$ cat src/rtl/rf_pkg.sv
// rf_pkg: shared register-file types and default sizes.
// Imported by regfile_sb, rf_scoreboard and the core's decode/issue logic.
package rf_pkg;

    localparam int RF_XLEN = 32;
    localparam int RF_NREG = 32;

    typedef enum logic [1:0] {
        RF_IDLE  = 2'd0,
        RF_SWEEP = 2'd1,
        RF_DONE  = 2'd2
    } rf_state_e;

endpackage

$ cat src/rtl/rf_scoreboard.sv
// rf_scoreboard: one pending-writeback bit per register.
// A reserve beats a same-cycle release; a bulk clear beats both.
module rf_scoreboard
    import rf_pkg::*;
#(
    parameter int NREG = RF_NREG,
    parameter int AW   = $clog2(NREG)
) (
    input  logic          i_clk,
    input  logic          i_rst_n,
    input  logic          i_clr_all,
    input  logic          i_set_en,
    input  logic [AW-1:0] i_set_idx,
    input  logic          i_rel_en,
    input  logic [AW-1:0] i_rel_idx,
    input  logic [AW-1:0] i_ra,
    input  logic [AW-1:0] i_rb,
    output logic          o_busy_a,
    output logic          o_busy_b
);

    logic [NREG-1:0] r_busy;
    logic [NREG-1:0] w_busy_nxt;

    // Next busy vector: release first, then reserve, clear overrides all.
    always_comb begin
        w_busy_nxt = r_busy;
        if (i_rel_en) begin
            w_busy_nxt[i_rel_idx] = 1'b0;
        end
        if (i_set_en) begin
            w_busy_nxt[i_set_idx] = 1'b1;
        end
        w_busy_nxt[0] = 1'b0;
        if (i_clr_all) begin
            w_busy_nxt = '0;
        end
    end

    // Busy vector register.
    always_ff @(posedge i_clk or negedge i_rst_n) begin
        if (!i_rst_n) begin
            r_busy <= '0;
        end else begin
            r_busy <= w_busy_nxt;
        end
    end

    // Lookup ports; bit 0 is never set so x0 always reads idle.
    always_comb begin
        o_busy_a = r_busy[i_ra];
        o_busy_b = r_busy[i_rb];
    end

endmodule

$ cat src/rtl/regfile_sb.sv
// regfile_sb: 2R/1W register file with busy scoreboard and bulk clear.
// Define REGFILE_BYPASS_EN to forward same-cycle writeback data to reads.
module regfile_sb
    import rf_pkg::*;
#(
    parameter  int XLEN = RF_XLEN,
    parameter  int NREG = RF_NREG,
    localparam int AW   = $clog2(NREG)
) (
    input  logic            wrclk,
    input  logic            rst_n,
    input  logic [AW-1:0]   ra,
    input  logic [AW-1:0]   rb,
    output logic [XLEN-1:0] outa,
    output logic [XLEN-1:0] outb,
    output logic            busy_a,
    output logic            busy_b,
    input  logic            rsv,
    input  logic [AW-1:0]   rsv_rd,
    output logic            rsv_ok,
    input  logic            regwr,
    input  logic [AW-1:0]   rw,
    input  logic [XLEN-1:0] wrdata,
    input  logic            clr_req,
    output logic            clr_busy,
    output logic            clr_done
);

    localparam logic [AW-1:0] IDX_ONE  = AW'(1);
    localparam logic [AW-1:0] IDX_LAST = AW'(NREG - 1);

    rf_state_e       r_state;
    logic [AW-1:0]   r_idx;
    logic            r_clr_busy;
    logic            r_clr_done;
    logic [XLEN-1:0] r_regs [NREG];

    logic            w_idle;
    logic            w_wr_en;
    logic            w_rsv_en;
    logic            w_clr_start;
    logic            w_sweep_en;
    logic            w_sb_busy_a;
    logic            w_sb_busy_b;
    logic [XLEN-1:0] w_outa;
    logic [XLEN-1:0] w_outb;
    logic            w_busy_a;
    logic            w_busy_b;

    // Port-side enables; everything is frozen while a sweep runs.
    always_comb begin
        w_idle      = (r_state == RF_IDLE);
        w_wr_en     = regwr && (rw != '0) && w_idle;
        w_rsv_en    = rsv && (rsv_rd != '0) && w_idle;
        w_clr_start = clr_req && w_idle;
        w_sweep_en  = (r_state == RF_SWEEP);
    end

    // Clear sequencer: IDLE -> SWEEP (x1..xN-1) -> DONE -> IDLE.
    always_ff @(posedge wrclk or negedge rst_n) begin
        if (!rst_n) begin
            r_state    <= RF_IDLE;
            r_idx      <= IDX_ONE;
            r_clr_busy <= 1'b0;
            r_clr_done <= 1'b0;
        end else begin
            unique case (r_state)
                RF_IDLE: begin
                    if (clr_req) begin
                        r_state    <= RF_SWEEP;
                        r_idx      <= IDX_ONE;
                        r_clr_busy <= 1'b1;
                    end
                end
                RF_SWEEP: begin
                    if (r_idx == IDX_LAST) begin
                        r_state    <= RF_DONE;
                        r_clr_done <= 1'b1;
                    end else begin
                        r_idx <= r_idx + IDX_ONE;
                    end
                end
                RF_DONE: begin
                    r_state    <= RF_IDLE;
                    r_clr_busy <= 1'b0;
                    r_clr_done <= 1'b0;
                end
                default: begin
                    r_state    <= RF_IDLE;
                    r_clr_busy <= 1'b0;
                    r_clr_done <= 1'b0;
                end
            endcase
        end
    end

    // Data array: sweep zeroes one entry per cycle, else normal writeback.
    always_ff @(posedge wrclk or negedge rst_n) begin
        if (!rst_n) begin
            for (int i = 0; i < NREG; i++) begin
                r_regs[i] <= '0;
            end
        end else if (w_sweep_en) begin
            r_regs[r_idx] <= '0;
        end else if (w_wr_en) begin
            r_regs[rw] <= wrdata;
        end
    end

    rf_scoreboard #(
        .NREG (NREG),
        .AW   (AW)
    ) u_sb (
        .i_clk     (wrclk),
        .i_rst_n   (rst_n),
        .i_clr_all (w_clr_start),
        .i_set_en  (w_rsv_en),
        .i_set_idx (rsv_rd),
        .i_rel_en  (w_wr_en),
        .i_rel_idx (rw),
        .i_ra      (ra),
        .i_rb      (rb),
        .o_busy_a  (w_sb_busy_a),
        .o_busy_b  (w_sb_busy_b)
    );

    // Read ports: x0 pinned to zero, optional writeback forwarding.
    always_comb begin
        w_outa   = (ra == '0) ? '0 : r_regs[ra];
        w_outb   = (rb == '0) ? '0 : r_regs[rb];
        w_busy_a = w_sb_busy_a;
        w_busy_b = w_sb_busy_b;
`ifdef REGFILE_BYPASS_EN
        if (w_wr_en && (rw == ra)) begin
            w_outa   = wrdata;
            w_busy_a = 1'b0;
        end
        if (w_wr_en && (rw == rb)) begin
            w_outb   = wrdata;
            w_busy_b = 1'b0;
        end
`endif
    end

    // Output drive.
    always_comb begin
        outa     = w_outa;
        outb     = w_outb;
        busy_a   = w_busy_a;
        busy_b   = w_busy_b;
        rsv_ok   = w_rsv_en;
        clr_busy = r_clr_busy;
        clr_done = r_clr_done;
    end

endmodule

$ cat config.mk
export PLATFORM = sky130hd
export DESIGN_NAME = regfile_sb
export DESIGN_NICKNAME = d
export VERILOG_FILES = /design/src/rtl/rf_pkg.sv /design/src/rtl/rf_scoreboard.sv /design/src/rtl/regfile_sb.sv
export SDC_FILE = /design/constraint.sdc
export NUM_CORES = 2
export LEC_CHECK = 0
export BUFFER_PORTS_ARGS = -buffer_cell sky130_fd_sc_hd__buf_2
export CORE_ASPECT_RATIO = 0.8
export CORE_MARGIN = 5
export CORE_UTILIZATION = 43
export DETAILED_ROUTE_END_ITERATION = 10
export PLACE_DENSITY = 0.61
export SLEW_MARGIN = 20
export SYNTH_ARGS = -nofsm -noshare
export SYNTH_HDL_FRONTEND = slang
export SYNTH_SLANG_ARGS = --single-unit
$ cat constraint.sdc
create_clock -name wrclk -period 3 [get_ports wrclk]
set_input_delay 0.3 -clock wrclk [delete_from_list [all_inputs] [get_ports wrclk]]
set_output_delay 0.3 -clock wrclk [all_outputs]
set_load 0.005 [all_outputs]
==> results_dict.tcl <==
set metrics [dict create \
    status "finished with violations" \
    violations "negative setup slack" \
    powerDensity_nw_per_um2 620 \
    layout-drive-gt1-share 0.311 \
    wire_per_inst_um 36.4 \
    synth_compound_area_frac 0.216 \
    die-area_um2 135000 \
    drtPass1Iterations 8 \
    io_pins 126 \
    grt_max_degree 89 \
    cp_max_fo 3 \
    numCtsBuffers 107 \
    fillers 10700 \
    rr_worst_depth 7 \
    p_sw_frac 0.307 \
    clock_latency_ps 740 \
    finalMaxSlewViolations 0 \
    port_buffers 125 \
    hold_viol_final 0 \
    gp_congestion 0.929 \
    clock-skew-final_ps 29.9 \
    dp_slack_ps -149 \
    viasPerCell 7.39 \
    drt_iter0_markers 6307 \
    synth_top_family_by_area "multiplexers" \
    layout_common_cells "1063 x dfrtp_1, 998 x a22o_1, 466 x mux4_2, 270 x buf_4, 130 x mux2i_1" \
    r2r-end "r_regs[637]$_DFFE_PN0P_" \
    cts.sinks 1064 \
    cts_max_level 3 \
    cp.required_ps 2700 \
    intPower_mw 27.4 \
    synth-xor-area-share 0 \
    min_delay_path_depth 3 \
    path_cells "mux2i_1, a221oi_1, o21ai_1, a311oi_2, buf_4, buf_2" \
    dp_hpwl_mm 133 \
    slew_headroom 0.390 \
    grt.overflow.total 0 \
    maxCapViolations 0 \
    wl_mm 212 \
    critPathTopFamily "compound AO/OA/AOI/OAI gates" \
    pwr-share-seq 0.436 \
    max_slew.worst_pin.slew_ps 909 \
    critical-path-slowest-cell "a311oi_2" \
    hold_end "r_state[0]$_DFFE_PN0P_" \
    min_period_over_period 1.01 \
    pwr-share-comb 0.212 \
    crit_buf_inv 2 \
    worstSetupPathType "reg -> out" \
    synth_seq_area_share 0.483 \
    cts_tree "built" \
    hold_path_class "in -> reg" \
    synth_edf_count 0 \
    grt_util_all_layers 0.307 \
    grt_first_pass_wirelength_mm 308 \
    yosys_warnings 0 \
    worst_slack_ps -30.4 \
    synth_ff_type "dfrtp_1" \
    fmax_mhz 330 \
    synthSimpleGateAreaFrac 0.0321 \
    arrival_ps 2730 \
    rsz0062_at_grt "true" \
    leakagePower_nw 28.1 \
    setup_viol 1 \
    synth_cells 3996 \
    fin_nets 4126 \
    start_util 0.433 \
    synth_cell_type_count 51 \
    rrSetupSlack_ps 70 \
    crit_path_start_kind "register" \
    synth_fa_ha_area_frac 0.00114 \
    syn-cell-area_um2 55100 \
    row_count 117 \
    synth.avg_cell_area_um2 13.8 \
    async_flop_share 1.00 \
    cts_buffer_depth 3 \
    hold_start "clr_req" \
    final_util 0.501 \
    drtAntennaViolNets 0 \
    layout_commonest_cell "dfrtp_1" \
    cts-root-buf "clkbuf_16" \
    p_sw_mw 12.1 \
    antenna_found_initial 9 \
    die_y_um 330 \
    drt_drc_violations_left 0 \
    slowest_delay_ps 640 \
    peakVddDrop_v 0.000542 \
    period_minus_slack_ps 3030 \
    endpoint_kind "primary output" \
    seq_area_um2 26600 \
    grt_pass1_vias 42700 \
    fp.coreArea_um2 127000 \
    rr_startpoint "r_state[1]$_DFFE_PN0P_" \
    p_clk_frac 0.352 \
    multi_input_area_um2 27000 \
    synth_nets 4058 \
    synthMuxAreaShare 0.228 \
    ys_ff_latch 1064 \
    area_delta_synth_final_pct 15.6 \
    die_x_um 410 \
    clk_pin_slew_worst_paths_ps 60 \
    post_cts_buffers 0 \
    vias 43100 \
]
[power groups by stage]
| stage | registers (mW) | logic [mW] | clock network, mW |
|---|---|---|---|
| final | 17.2 | 8.36 | 13.9 |
| after global routing | 17.3 | 8.71 | 14.6 |
| after CTS | 17.1 | 8.20 | 14.0 |
| after detailed placement | 17.3 | 8.15 | 0 |
| after global placement | 17.3 | 8.03 | 0 |
| after floorplan | 16.9 | 4.78 | 0 |
[logic make-up (layout without fill, tap and decap cells)]
logic type,after synthesis,count (layout)
compound gates,1436,1436
fa+ha+maj,5,5
buf+inv,538,695
flops,1064,1064
mux,663,663
other cells,0,4
simple gates,290,290
[synth_stat cells, types with 37 or more instances]
| library cell | instances | area, µm² |
|---|---|---|
| a211oi_1 | 64 | 480 |
| a221oi_1 | 46 | 403 |
| a22o_1 | 998 | 8740 |
| a22oi_1 | 79 | 593 |
| a311oi_1 | 64 | 561 |
| and2_1 | 37 | 231 |
| buf_1 | 42 | 158 |
| buf_2 | 89 | 445 |
| clkbuf_1 | 376 | 1410 |
| dfrtp_1 | 1063 | 26600 |
| mux2_2 | 67 | 754 |
| mux2i_1 | 130 | 1300 |
| mux4_2 | 466 | 10500 |
| nand2_1 | 41 | 154 |
| nor2_1 | 43 | 161 |
| nor2b_1 | 76 | 475 |
| o21ai_0 | 111 | 556 |
[area by class of cell]
cell class | count | share of cell area
Antenna cell | 4 | 0.000157
Tap cell | 1666 | 0.0327
Clock buffer | 163 | 0.0504
Sequential cell | 1064 | 0.418
Multi-Input combinational cell | 2394 | 0.424
Timing Repair Buffer | 476 | 0.0678
Inverter | 21 | 0.00128
Clock inverter | 35 | 0.00577
[state kept, by name (all words and copies together), names as in the netlist]
| name | flops |
|---|---|
| clr_busy | 1 |
| clr_done | 1 |
| r_idx | 5 |
| r_regs | 1024 |
| r_state | 2 |
| u_sb.r_busy | 31 |
[worst max path at each step]
stage | endpoint | slack [ps] | cells past startpoint | start
after floorplan | outa[14] | 670 | 6 | ra[1]
after global placement | outb[13] | -160 | 10 | rb[0]
after detailed placement | outb[13] | -150 | 10 | rb[0]
after CTS | outb[10] | 10 | 5 | r_regs[298]$_DFFE_PN0P_
after global routing | outb[0] | -10 | 6 | r_regs[288]$_DFFE_PN0P_
final | outb[0] | -30 | 6 | r_regs[288]$_DFFE_PN0P_
[per-layer routing]
| metal | routed length [µm] | track usage | share of wire | up-vias |
|---|---|---|---|---|
| met5 | 38 | 0 | 0.00018 | - |
| met4 | 10900 | 0.135 | 0.051 | 6 |
| met3 | 27400 | 0.102 | 0.13 | 561 |
| met2 | 91000 | 0.441 | 0.43 | 3321 |
| met1 | 82700 | 0.428 | 0.39 | 22700 |
| li1 | - | - | - | 16400 |
[worst register-to-register path, stage by stage (launching register included)]
cell,delay [ps]
dfrtp_1,430
or4b_1,640
buf_4,320
nor4_4,400
buf_4,220
a31oi_4,140
buf_4,400
a22o_1,250
[through the flow]
stage / std cells / setup TNS, ps / area, µm² / power [mW] / hold slack (ps)
after global placement: 5615 / -291 / 59800 / 25.3 / 377
after global routing: 5819 / -34.3 / 63700 / 40.7 / 108
after CTS: 5818 / 0 / 63600 / 39.3 / 37.7
after floorplan: 3996 / 0 / 55100 / 21.7 / 4.41
final: 5823 / -30.4 / 63700 / 39.5 / 87.5
after detailed placement: 5616 / -274 / 59800 / 25.5 / 365
[repair_timing]
action,4_1_cts,5_1_grt
pin swaps,1,3
hold buffers,4,0
endpoints found under the setup margin,20,15
cloned,0,1
endpoints found under the hold margin,26,0
gates resized for setup,24,20
Power figures use the tool's default switching activity.
